==> config.mk <==
export PLATFORM = sky130hd
export DESIGN_NAME = bus_rx_endpoint
export DESIGN_NICKNAME = d
export VERILOG_FILES = /design/src/rtl/bus_rx_endpoint.sv
export SDC_FILE = /design/constraint.sdc
export NUM_CORES = 1
export LEC_CHECK = 0
export ABC_AREA = 0
export CORE_ASPECT_RATIO = 0.75
export CORE_MARGIN = 1.5
export CORE_UTILIZATION = 35
export DETAILED_ROUTE_END_ITERATION = 8
export PLACE_DENSITY = 0.52
export SLEW_MARGIN = 10
export SYNTH_ARGS = -nofsm -noshare
export SYNTH_HDL_FRONTEND = slang
export SYNTH_SLANG_ARGS = --single-unit
==> constraint.sdc <==
create_clock -name clk -period 3.5 [get_ports clk]
set_input_delay 0.7 -clock clk [delete_from_list [all_inputs] [get_ports clk]]
set_output_delay 0.7 -clock clk [all_outputs]
set_load 0.005 [all_outputs]
==> src/rtl/bus_rx_endpoint.sv <==
// Receive-side endpoint: filters broadcast bus beats on destination ID and
// buffers accepted beats in a first-word-fall-through FIFO for the local consumer.
module bus_rx_endpoint #(
    parameter int         pckg_sz = 16,
    parameter int         depth   = 8,
    parameter logic [7:0] id      = 8'd0,
    parameter logic [7:0] bdcst   = 8'hFF
) (
    input  logic                       clk,
    input  logic                       reset,
    input  logic                       push,
    input  logic [pckg_sz-1:0]         D_push,
    input  logic                       pop,
    output logic [pckg_sz-1:0]         D_pop,
    output logic                       pndng,
    output logic                       full,
    output logic [$clog2(depth):0]     count,
    output logic [7:0]                 ovf_cnt,
    output logic [7:0]                 mis_cnt
);

    localparam int AW = $clog2(depth);
    localparam int CW = AW + 1;

    function automatic logic [7:0] sat_inc(input logic [7:0] v);
        logic [7:0] r;
        if (v == 8'hFF) begin
            r = v;
        end else begin
            r = v + 8'd1;
        end
        return r;
    endfunction

    logic [pckg_sz-1:0] mem_q [depth];
    logic [AW-1:0]      wptr_q, wptr_d;
    logic [AW-1:0]      rptr_q, rptr_d;
    logic [CW-1:0]      count_q, count_d;
    logic [7:0]         ovf_cnt_q, ovf_cnt_d;
    logic [7:0]         mis_cnt_q, mis_cnt_d;

    logic [7:0]         dest_s;
    logic               hit_s;
    logic               full_s;
    logic               pndng_s;
    logic               wr_s;
    logic               rd_s;
    logic [pckg_sz-1:0] d_pop_s;

    // Match, handshake decode and next-state computation.
    always_comb begin
        dest_s    = D_push[pckg_sz-1 -: 8];
        hit_s     = push & ((dest_s == id) | (dest_s == bdcst));
        full_s    = (count_q == CW'(depth));
        pndng_s   = (count_q != {CW{1'b0}});
        wr_s      = hit_s & (~full_s | pop);
        rd_s      = pop & pndng_s;

        wptr_d    = wptr_q;
        rptr_d    = rptr_q;
        ovf_cnt_d = ovf_cnt_q;
        mis_cnt_d = mis_cnt_q;

        if (wr_s) begin
            wptr_d = wptr_q + {{(AW-1){1'b0}}, 1'b1};
        end else begin
            wptr_d = wptr_q;
        end

        if (rd_s) begin
            rptr_d = rptr_q + {{(AW-1){1'b0}}, 1'b1};
        end else begin
            rptr_d = rptr_q;
        end

        count_d = count_q + {{(CW-1){1'b0}}, wr_s} - {{(CW-1){1'b0}}, rd_s};

        // A dropped beat only counts as overflow when a pop did not free a slot.
        if (hit_s & full_s & ~pop) begin
            ovf_cnt_d = sat_inc(ovf_cnt_q);
        end else begin
            ovf_cnt_d = ovf_cnt_q;
        end

        if (push & ~hit_s) begin
            mis_cnt_d = sat_inc(mis_cnt_q);
        end else begin
            mis_cnt_d = mis_cnt_q;
        end
    end

    // Pointer, occupancy and statistics state.
    always_ff @(posedge clk or posedge reset) begin
        if (reset) begin
            wptr_q    <= {AW{1'b0}};
            rptr_q    <= {AW{1'b0}};
            count_q   <= {CW{1'b0}};
            ovf_cnt_q <= 8'd0;
            mis_cnt_q <= 8'd0;
        end else begin
            wptr_q    <= wptr_d;
            rptr_q    <= rptr_d;
            count_q   <= count_d;
            ovf_cnt_q <= ovf_cnt_d;
            mis_cnt_q <= mis_cnt_d;
        end
    end

    // Storage array; contents deliberately survive reset.
    always_ff @(posedge clk) begin
        if (wr_s) begin
            mem_q[wptr_q] <= D_push;
        end
    end

    // Head entry is read straight from registered storage, zeroed when empty.
    always_comb begin
        if (pndng_s) begin
            d_pop_s = mem_q[rptr_q];
        end else begin
            d_pop_s = {pckg_sz{1'b0}};
        end
    end

    assign D_pop   = d_pop_s;
    assign pndng   = pndng_s;
    assign full    = full_s;
    assign count   = count_q;
    assign ovf_cnt = ovf_cnt_q;
    assign mis_cnt = mis_cnt_q;

endmodule
---- Yosys cells after proc, flatten, opt, wreduce, memory -nomap -nowiden ----
Memories as Yosys holds them, arrays and structs flattened.
Cells that the tools add are included.
storage, ports and cells
  bits in registers ....................... 26
  memory bits (writable) .................. 128
  input bits .............................. 20
  output and inout port bits .............. 38
  logic and storage cells ................. 36
  memories kept ........................... 1
memories
  name   depth  width  rd ports  clocked after memory_dff  write ports  RTL line  source
  mem_q  8      16     1         0                         1            35        logic [pckg_sz-1:0] mem_q [depth];
operators by class
  add/subtract/negate cells ............... 6
  equality and inequality tests ........... 4
  multiplexer cells ....................... 3
  bitwise gates (word level) .............. 13
  reduce and logical (&&, ||, !) cells .... 4
operators by type and width
  cell                 number
  $eq 8x8->1 const B   3
  $add 8x1->8 const B  2
  $mux 16              1
  $logic_not 8->1      1
  $add 3x1->3 const B  2
  $and 1x1->1          6
  $not 1->1            5
  $add 4x1->4          1
  $eq 4x4->1 const B   1
  $reduce_and 2->1     2
  $reduce_bool 4->1    1
  $sub 4x1->4          1
  $mux 1               2
  $or 1x1->1           2

---- Logic depth before layout (Yosys ltp) ----
Gate-level depths: netlist of run 1.
  depth after elaboration ................. 6
  depth in mapped cells ................... 13
  mapped depth without buffers ............ 12

---- Worst setup path before layout of run 1 ----
Ideal clock, no wire load.
  path kind ............................... in2reg
  start ................................... in D_push[8]
  end ..................................... mem mem_q[1][0] (enable)
  setup time .............................. 0.430 ns
  arrival ................................. 3.031 ns
  data required time ...................... 3.070 ns
  slack ................................... 0.038 ns
  stages on the path ...................... 5
  buffers on the path ..................... 1
  path through ............................ nor4_1 > nand2_1 > a21o_1 > buf_2 > nor4_1
between the ends
  longest elaborated chain between the ends .. 6
  elaborated cells between the ends (all ways) .. 7
  those cells by class .................... eq/ne: 1; mux: 2; bitwise: 3; reduce/logical: 1
RTL lines
  what                                                  RTL line  source
  from (decl)                                           12        input logic [pckg_sz-1:0] D_push,
  $eq 8x8->1 / $logic_not 8->1 (equally long branches)  53        hit_s = push & ((dest_s == id) | (dest_s == bdcst));
  $or 1x1->1 *                                          53
  $and 1x1->1 *                                         53
  $and 1x1->1 *                                         56        wr_s = hit_s & (~full_s | pop);
  $mux 1 *                                              111       if (wr_s) begin
  $mux 1 (implied by the code) *                        112       mem_q[wptr_q] <= D_push;
  to (decl)                                             35
Every way passes the cells marked *; elsewhere a longest branch is shown, timed or not.

---- Final worst setup path of run 1 ----
  start ................................... reg rptr_q[0]
  end ..................................... out D_pop[13]
between the ends
  longest elaborated chain between the ends .. 2
RTL lines
  what                    RTL line  source
  from (decl)             37        logic [AW-1:0] rptr_q, rptr_d;
  from (signal assigned)  96        rptr_q <= {AW{1'b0}};
  from (signal assigned)  102       rptr_q <= rptr_d;
  $mem_v2 8x16            --
  $mux 16                 118       if (pndng_s) begin
  to (decl)               14        output logic [pckg_sz-1:0] D_pop,
No other way between the ends.

==> flow_summary.json, run 1 <==
{
  "synth_top_flop_cell": "edfxtp_1",
  "syn_avg_cell_area_um2": 18.3,
  "setup_viol": 0,
  "p_per_area_nw_per_um2": 731,
  "worst_setup_path_end_kind": "output pin",
  "fill_cells": 1489,
  "dpl_cell_area_um2": 7340,
  "clk_path_buf_depth": 2,
  "antenna_found_initial": 0,
  "grt_pass1_vias": 3291,
  "rows": 42,
  "root_buffer": "clkbuf_16",
  "grt_pass1_wl_um": 19500,
  "firstDrtPassIters": 5,
  "ant_nets": 0,
  "timing.fmax_mhz": 323,
  "synth-seq-cells": 154,
  "rsz0062_at_grt": "false",
  "multi_input_area_um2": 1710,
  "synthesis.area_um2": 6290,
  "die_width_um": 158,
  "cp-start-kind": "register",
  "area_growth_pct": 26.4,
  "yosys_warnings": 0,
  "worst_pin_slew_ns": 0.536,
  "skew_ns": 0.0103,
  "required_ns": 2.80,
  "vias": 3311,
  "postLayoutCellArea_um2": 7950,
  "cts_hold_buf": 0,
  "cp_max_fo": 34,
  "initial_core_util": 0.357,
  "fin_crit_sh": 0.884,
  "numCtsBuffers": 17,
  "hold_violations": 0,
  "io_pins": 58,
  "wire_per_inst_um": 18.7,
  "seq_area_frac_synth": 0.715,
  "stdcell_count": 684,
  "dp.cells": 653,
  "drive_gt1_frac": 0.244,
  "fin_crit_ns": 3.09,
  "cellLeakagePower_nw": 2.83,
  "holdCritPathClass": "register to register",
  "port_buffers": 57,
  "antennaDiodeCount": 0,
  "cts.sinks": 154,
  "relSlewSlack": 0.643,
  "synth_edf_count": 128,
  "drc": 0,
  "totalNegativeSetupSlack_ns": 0,
  "viasPerCell": 4.84,
  "seq_area_um2": 4500,
  "cap_violations": 0,
  "criticalPathCategory": "register to output pin",
  "syn_inst": 344,
  "place.gp.congestion": 0.746,
  "grt.overflow.total": 0,
  "grt_max_degree": 35,
  "die_area_um2": 18800,
  "synthDistinctLibCells": 33,
  "dp_hpwl_um": 7990,
  "cts_tree": "done",
  "arrival_ns": 2.39,
  "htree_num_levels": 4,
  "peakVddDrop_v": 0.000322,
  "fin_nets": 461,
  "whs_ns": 0.499,
  "status": "complete, no violations",
  "postCtsSetupRepairBufs": 0,
  "async_reset_ff_frac": 0.169,
  "ctsResizeCount": 0,
  "core_area_um2": 17600,
  "die_y_um": 119,
  "drt_iter0_markers": 229,
  "clk_pin_slew_ns": 0.06,
  "globalRouteTotalUtil": 0.148,
  "postRouteWirelength_um": 12800,
  "syn-num-nets": 375,
  "drv_slew": 0,
  "clkLatencyLatePin_ns": 0.42
}
-- kinds of logic after synthesis --
| family | synth area share |
|---|---|
| AOI/OAI and AO/OA | 0.00875 |
| buffers and inverters | 0.0207 |
| muxes | 0.153 |
| and+or+nand+nor | 0.0589 |
| xor gates and xnor gates | 0.0209 |
| adders and majority gates | 0.0231 |
| DFF | 0.715 |
-- through the flow --
stage	total power, mW	worst slack (ns)	utilization
after CTS	5.89	0.350	0.451
after floorplan	3.20	0.0383	-
after global routing	6.11	0.282	0.451
final	5.81	0.405	0.451
after detailed placement	4.00	0.200	0.417
after global placement	3.99	0.263	0.417
-- cell usage after synthesis (all sizes together) (4+ instances only) --
cell      n  share of area
dfrtp    26           0.10
ha       10          0.020
xor2      9          0.013
nand4     4         0.0040
nor4      8         0.0080
clkbuf    7         0.0042
mux4     32           0.11
mux2      7          0.013
nand3     8         0.0064
nand2    11         0.0066
inv      16         0.0095
xnor2     6         0.0084
nor2     26          0.016
edfxtp  128           0.61
mux2i    16          0.025
nor3      9          0.012
buf       8         0.0070
-- layout by cell type (no fill, tap or decap), types with 4 or more instances in the layout --
cell | netlist | layout
clkdlybuf4s50_1 | 0 | 57
nand3_1 | 8 | 8
nor4_2 | 0 | 6
clkbuf_16 | 0 | 17
mux2i_1 | 16 | 16
mux2_2 | 6 | 6
dfrtp_1 | 26 | 25
nand2_1 | 11 | 11
nor3_2 | 2 | 4
xor2_1 | 9 | 9
inv_1 | 16 | 16
edfxtp_1 | 128 | 128
buf_4 | 0 | 24
mux4_2 | 32 | 32
ha_1 | 10 | 10
clkinv_2 | 0 | 4
bufinv_16 | 0 | 4
nand4_1 | 4 | 4
nor2_1 | 26 | 26
xnor2_1 | 6 | 6
-- per-layer routing --
| metal | global-route usage | wire length (µm) | vias up |
|---|---|---|---|
| met5 | 0 | 0 | - |
| met4 | 0.0495 | 163 | 0 |
| met3 | 0.0397 | 655 | 11 |
| met2 | 0.228 | 6190 | 73 |
| met1 | 0.203 | 5780 | 1717 |
| li1 | - | - | 1510 |
-- critical path, stage by stage (launching register included) --
cell and delay (ns):
dfrtp_2 0.37, buf_12 0.28, mux4_2 0.54, mux2i_1 0.17
nor2_1 0.12, clkdlybuf4s50_1 0.49
-- flip-flops by register name, indices dropped and copies added (netlist names) --
name	count
count	4
mem_q	128
mis_cnt	8
ovf_cnt	8
rptr_q	3
wptr_q	3
-- where the power goes --
part           internal (mW)  switching (mW)
registers               2.08           0.133
clock network           1.18           0.698
logic                  0.999           0.713
total                   4.26            1.54
-- path summary, 6_finish.rpt --
check / from / endpoint / slack (ns) / cells past startpoint
hold / removal: ovf_cnt[7] / ovf_cnt[7] / 0.50 / 1
min in group asynchronous: reset / ovf_cnt[2] / 0.64 / 3
hold reg to reg: ovf_cnt[7] / ovf_cnt[7] / 0.50 / 1
max in group asynchronous: reset / rptr_q[0] / 2.58 / 3
setup / recovery: rptr_q[0] / D_pop[13] / 0.41 / 5
setup reg to reg: count[2] / count[3] / 1.07 / 11
-- area by class of cell --
| cell class | instances | area share |
|---|---|---|
| multi-input cells | 159 | 0.216 |
| clock inverters | 13 | 0.0222 |
| repair buffers | 82 | 0.0970 |
| well taps | 242 | 0.0381 |
| inverters | 16 | 0.00756 |
| flip-flops and latches | 154 | 0.566 |
| clock buffers | 18 | 0.0540 |
Power figures use the tool's default switching activity.
==> inputs of run 2 (changes only) <==
--- a/config.mk
+++ b/config.mk
@@ -11,7 +11,7 @@
 export CORE_UTILIZATION = 35
 export DETAILED_ROUTE_END_ITERATION = 8
 export PLACE_DENSITY = 0.52
-export SLEW_MARGIN = 10
+export SLEW_MARGIN = 0
 export SYNTH_ARGS = -nofsm -noshare
 export SYNTH_HDL_FRONTEND = slang
 export SYNTH_SLANG_ARGS = --single-unit
==> results of run 2 <==
Same layout as run 1: the final DEF is identical, and so are final timing and power.
==> inputs of run 3 (changes only) <==
--- a/config.mk
+++ b/config.mk
@@ -11,6 +11,7 @@
 export CORE_UTILIZATION = 35
 export DETAILED_ROUTE_END_ITERATION = 8
 export PLACE_DENSITY = 0.52
+export REMOVE_ABC_BUFFERS = 1
 export SLEW_MARGIN = 0
 export SYNTH_ARGS = -nofsm -noshare
 export SYNTH_HDL_FRONTEND = slang
==> run 3 against run 2 <==
Compared with the run above: power down 0.81%; register-to-register slack worse by 0.41 ns; worst setup slack got worse by 0.047 ns; final cell count is 0.29% lower; core utilization down 0.14 points; sequential power about the same; clock power about the same; flip-flop and latch count unchanged; non-clock buffer count down 1; first-iteration DRC count decreased by 29%; fmax shrank 1.5%; count of clock-buffer cells in the layout is 2 higher.
==> flow_summary.json, run 3 (synthesized netlist as in run 1, its figures left out) <==
{
  "worst_pin_slew_ns": 0.697,
  "ff2ff_path_depth": 11,
  "firstDrtPassIters": 4,
  "postRouteWirelength_um": 12600,
  "initial_core_util": 0.357,
  "p_per_area_nw_per_um2": 727,
  "wire_per_inst_um": 18.4,
  "antenna_found_initial": 0,
  "power_mw": 5.76,
  "cts_tree": "done",
  "cts_hold_buf": 0,
  "r2r-start": "count[2]",
  "drt_iter0_markers": 163,
  "antennaDiodeCount": 0,
  "fin_nets": 460,
  "die_y_um": 119,
  "ctsResizeCount": 0,
  "peakVddDrop_v": 0.000280,
  "drive_gt1_frac": 0.230,
  "cap_violations": 0,
  "clkLatencyLatePin_ns": 0.42,
  "vias": 3258,
  "largest_register_ffs": 128,
  "crit_start": "count[2]",
  "grt_pass1_vias": 3326,
  "cellLeakagePower_nw": 2.82,
  "totalNegativeSetupSlack_ns": 0,
  "layout_commonest_cell": "edfxtp_1",
  "dp_hpwl_um": 7990,
  "whs_ns": 0.496,
  "timing.fmax_mhz": 318,
  "criticalPathCategory": "register to output pin",
  "worst_slack_ns": 0.358,
  "port_buffers": 57,
  "die_area_um2": 18800,
  "post-route-util": 0.450,
  "core_area_um2": 17600,
  "arrival_ns": 2.44,
  "clk_pin_slew_ns": 0.06,
  "drc": 0,
  "rows": 42,
  "grt.overflow.total": 0,
  "htree_num_levels": 4,
  "clk_path_buf_depth": 2,
  "grt_max_degree": 35,
  "worst_setup_path_end_kind": "output pin",
  "top_register": "mem_q",
  "fin_crit_sh": 0.898,
  "fin_crit_ns": 3.14,
  "die_width_um": 158,
  "globalRouteTotalUtil": 0.150,
  "status": "complete, no violations",
  "setup_viol": 0,
  "cts.sinks": 154,
  "place_ws_ns": 0.245,
  "wl_met3_um": 593,
  "rsz0062_at_grt": "false",
  "hold_violations": 0,
  "layout_common_cells": "edfxtp_1 (128), clkdlybuf4s50_1 (57), mux4_2 (32), nor2_1 (26), dfrtp_1 (25)",
  "whs_path_depth": 1,
  "cp_max_fo": 11,
  "grt_pass1_wl_um": 19900,
  "holdCritPathClass": "register to register",
  "postCtsSetupRepairBufs": 0,
  "numCtsBuffers": 17,
  "io_pins": 58,
  "top_layer": "met4",
  "skew_ns": 0.0111,
  "wl_met1_um": 5760,
  "viasPerCell": 4.78,
  "place.gp.congestion": 0.768,
  "required_ns": 2.80,
  "cp-start-kind": "register",
  "wl_met2_um": 6100,
  "area_growth_pct": 26.0,
  "root_buffer": "clkbuf_16",
  "fill_cells": 1535,
  "min-delay-start": "ovf_cnt[6]",
  "drv_slew": 0,
  "ant_nets": 0,
  "relSlewSlack": 0.535
}
## run 3: final timing paths
check                        endpoint  slack, ns
max in group asynchronous   rptr_q[0]       2.58
max                          D_pop[8]       0.36
max reg2reg                  count[2]       0.66
min reg2reg                ovf_cnt[6]       0.50
min                        ovf_cnt[6]       0.50
min in group asynchronous  ovf_cnt[5]       0.64
## run 3: power breakdown
group | internal [mW] | switching (mW)
Combinational | 1.00 | 0.701
Sequential | 2.08 | 0.129
Clock | 1.17 | 0.670
Total | 4.26 | 1.50
## run 3: final cells by class
type | instances | area [µm²] | area share
clock buffer | 20 | 437 | 0.0551
clock inverter | 10 | 151 | 0.0191
inverter | 16 | 60.1 | 0.00758
multi-input combinational | 159 | 1710 | 0.216
sequential | 154 | 4500 | 0.567
tap | 242 | 303 | 0.0382
timing repair buffer | 81 | 763 | 0.0963
## run 3: metrics by stage
| stage | instances | cell area (µm²) |
|---|---|---|
| floorplan | 329 | 6220 |
| global placement | 652 | 7330 |
| detailed placement | 652 | 7330 |
| CTS | 682 | 7920 |
| global route | 682 | 7920 |
| finish | 682 | 7920 |
## run 3: metal layers
metal | global-route usage | vias up
li1 | - | 1502
met5 | 0 | -
met2 | 0.228 | 66
met4 | 0.0519 | 0
met3 | 0.0473 | 8
met1 | 0.203 | 1682
## run 3: worst max-delay path, stage by stage, from the launching register on
cell and delay [ns]:
dfrtp_1 0.39, inv_1 0.11, ha_1 0.15, and2_1 0.57, buf_4 0.28, nor2_1 0.07, clkdlybuf4s50_1 0.45
